==> config.mk <==
export PLATFORM = sky130hd
export DESIGN_NAME = inst_fetch_unit_flat
export DESIGN_NICKNAME = d
export VERILOG_FILES = /design/src/rtl/fetch_pkg.sv /design/src/rtl/inst_fetch_unit_if.sv /design/src/rtl/fetch_fifo.sv /design/src/rtl/inst_fetch_unit.sv /design/src/flat_wrapper.sv
export SDC_FILE = /design/constraint.sdc
export NUM_CORES = 1
export LEC_CHECK = 0
export BUFFER_PORTS_ARGS = -buffer_cell sky130_fd_sc_hd__buf_2
export CORE_MARGIN = 5
export CORE_UTILIZATION = 51
export CTS_CLUSTER_DIAMETER = 100
export DETAILED_ROUTE_END_ITERATION = 8
export HOLD_SLACK_MARGIN = 0.08
export PLACE_DENSITY = 0.7
export SYNTH_ARGS = -nofsm -noshare
export SYNTH_HDL_FRONTEND = slang
export SYNTH_SLANG_ARGS = --single-unit
export TNS_END_PERCENT = 10
==> constraint.sdc <==
create_clock -name clk -period 7.7 [get_ports clk]
set_input_delay 0.385 -clock clk [delete_from_list [all_inputs] [get_ports clk]]
set_output_delay 0.385 -clock clk [all_outputs]
set_load 0.05 [all_outputs]
==> src/rtl/fetch_pkg.sv <==
// Shared types and helpers for the instruction-fetch slice.
//   ADDR_W        : byte-address width of the fetch path
//   INST_W        : instruction word width
//   fetch_entry_t : one prefetch FIFO entry, the word plus the address it came from
//   ptr_w()       : pointer width for a FIFO of a given depth
package fetch_pkg;

  localparam int ADDR_W = 32;
  localparam int INST_W = 32;

  typedef struct packed {
    logic [ADDR_W-1:0] addr;
    logic [INST_W-1:0] data;
  } fetch_entry_t;

  function automatic int ptr_w(input int depth);
    return (depth > 1) ? $clog2(depth) : 1;
  endfunction

endpackage

==> src/rtl/inst_fetch_unit_if.sv <==
// Bundle between the fetch unit, the core and the instruction memory.
//   Core side   : inst_addr (core -> fetch), in_valid/inst (fetch -> core)
//   Memory side : im_rd/im_addr (fetch -> mem), im_rvalid/im_rdata (mem -> fetch)
// Handshake: neither direction has a ready. The core consumes inst in every cycle
// in_valid is high. The memory accepts every im_rd pulse and answers each one with
// exactly one im_rvalid pulse some cycles later, in request order.
// The fetch unit connects through the master modport, the environment through slave.
interface inst_fetch_unit_if #(
  parameter int ADDR_W = 32
);
  logic [ADDR_W-1:0] inst_addr;
  logic              in_valid;
  logic [31:0]       inst;
  logic              im_rd;
  logic [ADDR_W-1:0] im_addr;
  logic              im_rvalid;
  logic [31:0]       im_rdata;

  modport master (
    input  inst_addr, im_rvalid, im_rdata,
    output in_valid, inst, im_rd, im_addr
  );

  modport slave (
    output inst_addr, im_rvalid, im_rdata,
    input  in_valid, inst, im_rd, im_addr
  );
endinterface

==> src/rtl/fetch_fifo.sv <==
// DEPTH-entry synchronous FIFO holding prefetched {addr, data} entries.
//   clk, rst_n : clock, synchronous active-low reset
//   push       : write wr_entry at end of cycle (caller never pushes when full)
//   pop        : drop head at end of cycle (caller never pops when empty)
//   flush      : empty the FIFO at end of cycle, overriding push/pop
//   head       : oldest entry, valid when !empty
//   empty      : no entries
//   count      : current number of entries
// DEPTH must be a power of two so the pointers wrap naturally.
module fetch_fifo import fetch_pkg::*; #(
  parameter int DEPTH = 4,
  localparam int PW = ptr_w(DEPTH)
) (
  input  logic         clk,
  input  logic         rst_n,
  input  logic         push,
  input  logic         pop,
  input  logic         flush,
  input  fetch_entry_t wr_entry,
  output fetch_entry_t head,
  output logic         empty,
  output logic [PW:0]  count
);

  fetch_entry_t  mem [DEPTH];
  logic [PW-1:0] rd_ptr;
  logic [PW-1:0] wr_ptr;

  always_ff @(posedge clk) begin
    if (!rst_n || flush) begin
      rd_ptr <= '0;
      wr_ptr <= '0;
      count  <= '0;
    end else begin
      if (push) wr_ptr <= wr_ptr + 1'b1;
      if (pop)  rd_ptr <= rd_ptr + 1'b1;
      count <= count + (PW+1)'(push) - (PW+1)'(pop);
    end
  end

  // Storage carries no reset; count alone decides what is live.
  always_ff @(posedge clk) begin
    if (push) mem[wr_ptr] <= wr_entry;
  end

  assign head  = mem[rd_ptr];
  assign empty = (count == '0);

endmodule

==> src/rtl/inst_fetch_unit.sv <==
// Instruction-fetch stage feeding the SP core from a variable-latency memory.
//   clk, rst_n : clock, synchronous active-low reset
//   bus        : inst_fetch_unit_if.master (core request/response + memory port)
//   done       : EXEC_NUM instructions delivered, sticky
//   addr_err   : sticky, core presented a misaligned inst_addr
// Build option FETCH_PREFETCH_EN: when defined the FIFO prefetches sequentially up
// to DEPTH entries; when undefined the effective depth is 1 (demand fetch).
// ADDR_W must equal fetch_pkg::ADDR_W since FIFO entries use the package width.
module inst_fetch_unit import fetch_pkg::*; #(
  parameter int DEPTH    = 4,
  parameter int EXEC_NUM = 500,
  parameter int ADDR_W   = 32
) (
  input  logic                clk,
  input  logic                rst_n,
  inst_fetch_unit_if.master   bus,
  output logic                done,
  output logic                addr_err
);

`ifdef FETCH_PREFETCH_EN
  localparam int EFF_DEPTH = DEPTH;
`else
  localparam int EFF_DEPTH = 1;
`endif
  localparam int PW    = ptr_w(DEPTH);
  localparam int CNT_W = $clog2(EXEC_NUM + 1);

  logic [ADDR_W-1:0] fp;         // next sequential address to request
  logic              pend;       // a request is outstanding
  logic              pend_drop;  // its response must be discarded
  logic [ADDR_W-1:0] pend_addr;
  logic [CNT_W-1:0]  exec_cnt;

  fetch_entry_t      head;
  fetch_entry_t      wr_entry;
  logic              fifo_empty;
  logic [PW:0]       fifo_count;
  logic [PW:0]       occ_next;

  logic              misaligned;
  logic [ADDR_W-1:0] exp_addr;
  logic              redirect;
  logic              rsp_here;
  logic              push;
  logic              pop;
  logic              issue;

  always_comb begin
    misaligned = (bus.inst_addr[1:0] != 2'b00);

    // Where the core should be if it kept going straight. A dropped request no
    // longer counts, otherwise the redirect would re-fire until its response.
    if (!fifo_empty)             exp_addr = head.addr;
    else if (pend && !pend_drop) exp_addr = pend_addr;
    else                         exp_addr = fp;

    redirect = !done && (bus.inst_addr != exp_addr);
    pop      = rst_n && !fifo_empty && (head.addr == bus.inst_addr) && !done && !misaligned;
    rsp_here = pend && bus.im_rvalid;
    push     = rsp_here && !pend_drop && !redirect && !done;

    // Fullness is judged on post-pop/post-write occupancy so pop, write and a new
    // request can share a cycle.
    occ_next = fifo_count + (PW+1)'(push) - (PW+1)'(pop);
    issue    = rst_n && (!pend || rsp_here) && (occ_next < (PW+1)'(EFF_DEPTH))
               && !done && !redirect && !misaligned;

    wr_entry.addr = pend_addr;
    wr_entry.data = bus.im_rdata;
  end

  assign bus.in_valid = pop;
  assign bus.inst     = pop ? head.data : '0;
  assign bus.im_rd    = issue;
  assign bus.im_addr  = issue ? fp : '0;

  always_ff @(posedge clk) begin
    if (!rst_n) begin
      fp        <= '0;
      pend      <= 1'b0;
      pend_drop <= 1'b0;
      pend_addr <= '0;
      exec_cnt  <= '0;
      done      <= 1'b0;
      addr_err  <= 1'b0;
    end else begin
      if (misaligned) addr_err <= 1'b1;

      if (pop) begin
        exec_cnt <= exec_cnt + 1'b1;
        if (exec_cnt == CNT_W'(EXEC_NUM - 1)) done <= 1'b1;
      end

      if (redirect)   fp <= bus.inst_addr;
      else if (issue) fp <= fp + ADDR_W'(4);

      if (issue) begin
        pend      <= 1'b1;
        pend_drop <= 1'b0;
        pend_addr <= fp;
      end else if (rsp_here) begin
        pend      <= 1'b0;
        pend_drop <= 1'b0;
      end else if (pend && (redirect || done)) begin
        pend_drop <= 1'b1;
      end
    end
  end

  fetch_fifo #(.DEPTH(DEPTH)) u_fifo (
    .clk      (clk),
    .rst_n    (rst_n),
    .push     (push),
    .pop      (pop),
    .flush    (redirect),
    .wr_entry (wr_entry),
    .head     (head),
    .empty    (fifo_empty),
    .count    (fifo_count)
  );

endmodule

==> src/flat_wrapper.sv <==
// flat-port wrapper written by rule: the top's interface ports become plain ports
module inst_fetch_unit_flat import fetch_pkg::*;
#(
  parameter int DEPTH    = 4,
  parameter int EXEC_NUM = 500,
  parameter int ADDR_W   = 32
)
  (clk, rst_n, done, addr_err, bus_inst_addr, bus_im_rvalid, bus_im_rdata, bus_in_valid, bus_inst, bus_im_rd, bus_im_addr);
  inst_fetch_unit_if #(.ADDR_W(ADDR_W)) bus_i ();
  input  logic clk;
  input  logic rst_n;
  output logic done;
  output logic addr_err;
  input wire logic [$bits(bus_i.inst_addr)-1:0] bus_inst_addr;
  input wire logic [$bits(bus_i.im_rvalid)-1:0] bus_im_rvalid;
  input wire logic [$bits(bus_i.im_rdata)-1:0] bus_im_rdata;
  output wire logic [$bits(bus_i.in_valid)-1:0] bus_in_valid;
  output wire logic [$bits(bus_i.inst)-1:0] bus_inst;
  output wire logic [$bits(bus_i.im_rd)-1:0] bus_im_rd;
  output wire logic [$bits(bus_i.im_addr)-1:0] bus_im_addr;
  assign bus_i.inst_addr = bus_inst_addr;
  assign bus_i.im_rvalid = bus_im_rvalid;
  assign bus_i.im_rdata = bus_im_rdata;
  assign bus_in_valid = bus_i.in_valid;
  assign bus_inst = bus_i.inst;
  assign bus_im_rd = bus_i.im_rd;
  assign bus_im_addr = bus_i.im_addr;
  inst_fetch_unit #(.DEPTH(DEPTH), .EXEC_NUM(EXEC_NUM), .ADDR_W(ADDR_W)) u_core (.clk(clk), .rst_n(rst_n), .bus(bus_i), .done(done), .addr_err(addr_err));
endmodule
-- After elaboration in Yosys (flattened, before gate mapping)
Memory sizes are Yosys's and may differ from the RTL's. A register that Yosys moved wholly into a read port is not among the register bits.
Index checks and enable logic that the tools add are counted.
- output and inout bits: 68
- register bits: 84
- input port bits: 67
- memories: 1
- word-level logic and storage cells: 66
- memory bits (writable): 256
- muxes and demuxes: 12
- order comparisons: 1
- $add $sub $neg: 6
- equality and inequality tests: 3
- bitwise operators: 1
- reductions and logical operators: 32
- memory list (memory ; words ; bits a word ; read ports ; clocked after memory_dff ; wr ports ; RTL line ; RTL):
    u_core.u_fifo.mem ; 4 ; 64 ; 1 ; 1 ; 1 ; fetch_fifo.sv:25 ; fetch_entry_t mem [DEPTH];
- operators by type and width (operator ; number):
    $mux 32 ; 6
    $add 32x3->32 const B ; 1
    $eq 32x32->1 ; 1
    $ne 32x32->1 ; 1
    $logic_and 1x1->1 ; 16
    $add 9x1->9 const B ; 1
    $eq 9x9->1 const B ; 1
    $logic_not 1->1 ; 7
    $reduce_bool 2->1 ; 3
    $add 2x1->2 const B ; 2
    $mux 1 ; 4
    $mux 2 ; 2
    $add 3x1->3 ; 1
    $logic_not 3->1 ; 1
    $logic_or 1x1->1 ; 3
    $lt 3x1->1 const B ; 1
    $reduce_or 3->1 ; 1
    $sub 3x1->3 ; 1
    $reduce_and 2->1 ; 1
    $not 1->1 ; 1

-- Depth between registers and ports, before layout
- depth after elaboration: 18
- gate-level depth with buffers: 25
- mapped depth without buffers: 22

-- By module
Synthesis repeated with hierarchy kept, for this count alone.
- cells, all modules: 1140
- area total of the unflattened synthesis: 15631.2 um2
- by module, submodules not included (module ; instances ; area an instance (um2) ; cells an instance):
    fetch_fifo ; 1 ; 9755.6 ; 379
    inst_fetch_unit ; 1 ; 5875.6 ; 761

-- Worst setup path before layout
OpenSTA, ideal clock, no wires.
- kind: register to output
- start: register with a tool-made name
- end: output bus_im_addr[16]
- cell stages (with the launch flop): 19
- data required time: 7.315 ns
- data arrival time: 5.809 ns
- setup slack: 1.506 ns
- path through: dfxtp_1 buf_4 mux4_2 nor3_1 a211oi_1 nor4_1 nand4_4 nor4_4 inv_1 ha_1 inv_1 ha_1 inv_1 fa_1 xor2_1 xnor2_1 nand3_2 clkbuf_1 nor4_1
- RTL lines (what ; RTL line ; RTL):
    end: declaration ; flat_wrapper.sv:20 ; output wire logic [$bits(bus_i.im_addr)-1:0] bus_im_addr;

-- Final worst setup path
- start: register u_core.pend_drop
- end: output bus_im_addr[3]
- longest elaborated chain between the ends: 17
- elaborated cells on any way between the ends: 18
- RTL lines (what ; RTL line ; RTL):
    start: declaration ; inst_fetch_unit.sv:31 ; logic pend_drop;
    start signal: assignment ; inst_fetch_unit.sv:82 ; pend_drop <= 1'b0;
    start signal: assignment ; inst_fetch_unit.sv:100 ; pend_drop <= 1'b0;
    start signal: assignment ; inst_fetch_unit.sv:104 ; pend_drop <= 1'b0;
    $logic_not 1->1 (*) ; inst_fetch_unit.sv:55, inst_fetch_unit.sv:61 ;
    $logic_and 1x1->1 ; inst_fetch_unit.sv:55 ; else if (pend && !pend_drop) exp_addr = pend_addr;
    $mux 32 ; inst_fetch_unit.sv:55 ;
    $mux 32 ; inst_fetch_unit.sv:54 ; if (!fifo_empty) exp_addr = head.addr;
    $ne 32x32->1 ; inst_fetch_unit.sv:58 ; redirect = !done && (bus.inst_addr != exp_addr);
    $logic_and 1x1->1 ; inst_fetch_unit.sv:58 ;
    $logic_not 1->1 ; inst_fetch_unit.sv:61, inst_fetch_unit.sv:67 ;
    $logic_and 1x1->1 (2 in series) ; inst_fetch_unit.sv:61 ; push = rsp_here && !pend_drop && !redirect && !done;
    $add 3x1->3 ; inst_fetch_unit.sv:65 ; occ_next = fifo_count + (PW+1)'(push) - (PW+1)'(pop);
    $sub 3x1->3 ; inst_fetch_unit.sv:65 ;
    $lt 3x1->1 ; inst_fetch_unit.sv:66 ; issue = rst_n && (!pend || rsp_here) && (occ_next < (PW+1)'(EFF_DEPTH))
    $logic_and 1x1->1 ; inst_fetch_unit.sv:66 ;
    $logic_and 1x1->1 ; inst_fetch_unit.sv:67 ; && !done && !redirect && !misaligned;
    $logic_and 1x1->1 (*) (2 in series) ; inst_fetch_unit.sv:67 ;
    $mux 32 (*) ; inst_fetch_unit.sv:76 ; assign bus.im_addr = issue ? fp : '0;
Every way passes the cells marked *; elsewhere a longest branch is shown, timed or not.

==> flow_summary.ini <==
[setup_path]
reg2reg_setup_slack_ns = 0.75
r2r_cells = 23
path_cells = nand2b_1 -> buf_4 -> mux2i_1 -> a211oi_1 -> nor4_1 -> nand4_4 -> nor4_4 -> inv_1 -> ha_1 -> inv_1 -> ha_1 -> inv_1 -> fa_1 -> xor2_1 -> xnor2_1 -> nand3_2 -> buf_4 -> nor3_2 -> buf_4 -> and2_1 -> buf_2
critical_path.endpoint_type = output pin
path_max_fanout = 33
cp_data_required_time_ns = 7.32
worst-setup-path-type = register to output pin
worst_ep_arrival_time_ns = 6.72
timing.critical_path.slowest_stage_cell = nor4_1
cpPeakStageDelay_ns = 0.71
critical_path.startpoint_type = register

[placed_design]
dp.final_hpwl_mm = 25.1
portBuffers = 134
dp_worst_setup_slack_ns = 0.866
finalWeightedCongestion = 0.919

[die]
placementRows = 63
floorplan.die.height_um = 183
boundaryPins = 135
floorplan.die.width_um = 183
initial_utilization = 0.516
fp.dieArea_sq_um = 33500
placeable_core_region_sq_um = 29600

[yosys]
main_flop_type_after_synthesis = edfxtp_1
synth_cell_type_count = 83
synthesized_cell_area_sq_um = 15200
mappedNetlistNets = 1140
asyncSetResetFlopFracSynth = 0
ys_ff_latch = 342
synth_area_per_cell_sq_um = 14.3
synth.yosys.warnings = 0
synth_enable_flop_cells = 256
synthesis.instances = 1064
yosysSeqAreaShare = 0.617

[drt]
route.antenna.remaining_nets = 0
drt_pre_antenna_iters = 6
drt-vias-per-instance = 6.07
drt_iter0_drc = 956
drc = 0
drt_wl_total_mm = 38.8
dr_total_vias = 9918
wire_per_inst_um = 23.7

[job]
drv.max_cap_violation_count = 0

[outcome]
outcome = finished, final reports clean

[sta]
setup_repair_after_global_routing_missed_its_margin = false
setup-tns-final_ns = 0
timing_worst_slew_pin_value_ns = 1.06
final.setup_skew_ns = 0.0214
layout_min_cycle_time_ns = 7.10
timing.final.hold_violations = 0
setup_viol = 0
final_min_period_over_clock_period = 0.922
maxSlewHeadroom = 0.293
layout_setup_ws_ns = 0.598
final_max_slew_viol_count = 0
maxClockFrequency_mhz = 141

[power_and_ir_drop]
internal_power_mw = 3.13
power.share.combinational = 0.033
power_share_of_the_sequential_group = 0.508
power-per-cell-area_nw_per_um2 = 222
power.net_switching_mw = 0.797
p_leak_nw = 6.19
netSwitchingFraction = 0.203
irDropWorstVdd_mv = 0.232
pwr-share-clk = 0.459

[clock_tree]
clock_insertion_delay_worst_skew_ns = 0.52
longest_clk_path_bufs = 3
post-cts-setup-buffers = 0
h-tree-depth = 2
cts_made_buffers = 37
tritoncts_clock_tree = done
tritoncts_num_sinks = 342
cts_resized = 0
clockRootBuffer = clkbuf_16
clk_pin_slew_worst_paths_ns = 0.06

[hold_path]
timing.hold.worst_path_depth = 1
worstHoldPathType = input port to register

[global_route]
grt_antenna_before_repair = 5
grt_pass1_vias = 10100
largest_net_degree_at_the_start_of_global_routing = 65
grt.total_usage = 0.231
grt-ovfl-total = 0
first_pass_grt_wire_length_mm = 59.7

[finish]
share_of_post_route_cells_with_drive_strength_above_1 = 0.239
share_of_the_core_filled_with_cells_in_the_final_layout = 0.599
finalNetCount = 1294
layout_commonest_cell = edfxtp_1
area_growth_syn_to_layout_pct = 16.1
num_antenna_cells = 0
layout.cells.most_common_list = edfxtp_1 (256), buf_2 (134), dfxtp_1 (84)
n_fill_cell = 2334
## stage by stage
step / hold WS [ns] / cells / area (sq um) / total power, mW
floorplan: 0.449 / 1064 / 15200 / 2.08
global placement: 0.460 / 1545 / 16200 / 2.15
detailed placement: 0.473 / 1545 / 16200 / 2.15
CTS: 0.0803 / 1635 / 17700 / 3.95
global route: 0.0838 / 1635 / 17700 / 4.05
finish: 0.0974 / 1635 / 17700 / 3.92
## state kept, by name, indices dropped and copies added, names as in the netlist, named ones only
signal                cells
u_core.pend_addr         32
u_core.u_fifo.mem       256
u_core.done               1
u_core.u_fifo.rd_ptr      2
u_core.fp                32
u_core.exec_cnt           9
u_core.pend_drop          1
u_core.u_fifo.wr_ptr      2
u_core.pend               1
u_core.addr_err           1
u_core.u_fifo.count       3
## repair_timing
action,in CTS,in global routing
endpoints found under the setup margin,0,0
hold buffers,24,0
endpoints found under the hold margin,93,0
## power groups by stage
stage	Clock [mW]	Combinational, mW	Sequential (mW)
2_1_floorplan	0	0.0599	2.02
3_3_place_gp	0	0.116	2.03
3_5_place_dp	0	0.118	2.03
4_1_cts	1.83	0.128	1.99
5_1_grt	1.91	0.140	1.99
6_report	1.80	0.131	1.99
## area by class of cell
| type | instances | area, sq um | share of cell area |
|---|---|---|---|
| Clock buffer | 46 | 1010 | 0.0572 |
| Inverter | 34 | 128 | 0.00721 |
| Multi-Input combinational cell | 628 | 5390 | 0.304 |
| Clock inverter | 20 | 225 | 0.0127 |
| Timing Repair Buffer | 175 | 1040 | 0.0587 |
| Sequential cell | 342 | 9420 | 0.532 |
| Tap cell | 390 | 488 | 0.0276 |
## final timing paths
kind                      startpoint                       to
setup / recovery    u_core.pend_drop           bus_im_addr[3]
setup reg to reg    u_core.pend_drop            u_core.fp[31]
hold / removal       bus_im_rdata[0]  u_core.u_fifo.mem[1][0]
hold reg to reg   u_core.exec_cnt[1]       u_core.exec_cnt[1]
## layer usage
layer  track usage  vias up  part of all wire
met1         0.312     4896              0.40
met4        0.0819       10             0.039
met3        0.0593      122             0.093
met5             0        -            0.0017
li1              -     4412                 -
met2         0.367      478              0.47
## synth_stat cells, types with 15 or more instances
cell      number  area share
a21oi_1       21      0.0069
nand3_1       24      0.0079
clkbuf_1      30      0.0074
and2_1        23      0.0094
o21ai_0       24      0.0079
nand2_1       34      0.0084
dfxtp_1       86        0.11
mux4_2        60       0.089
mux2i_1       60       0.039
nor4_1        26       0.011
nor2_1        62       0.015
inv_1         34      0.0084
a211oi_1      15      0.0074
nor2b_1       40       0.016
edfxtp_1     256        0.50
xnor2_1       48       0.028
xor2_1        20       0.011
nor3_1        24      0.0079
## kinds of logic (layout without fill, tap and decap cells)
group | Yosys count | count (layout) | synth area share
AOI/OAI and AO/OA | 127 | 127 | 0.0618
xor gates and xnor gates | 68 | 68 | 0.0391
adders and majority gates | 9 | 9 | 0.00788
buffers and inverters | 94 | 275 | 0.0308
DFF | 342 | 342 | 0.617
muxes | 124 | 124 | 0.133
and+or+nand+nor | 300 | 300 | 0.110
## critical path, delay by kind of cell, from the launching register on
kind	cells	cell delay (ns)
adders and majority gates	3	0.78
xor gates and xnor gates	2	0.41
and+or+nand+nor	7	2.62
buffers and inverters	7	1.45
DFF	1	0.48
AOI/OAI and AO/OA	1	0.11
muxes	1	0.24
No activity file was read; power rests on OpenSTA's default activity.
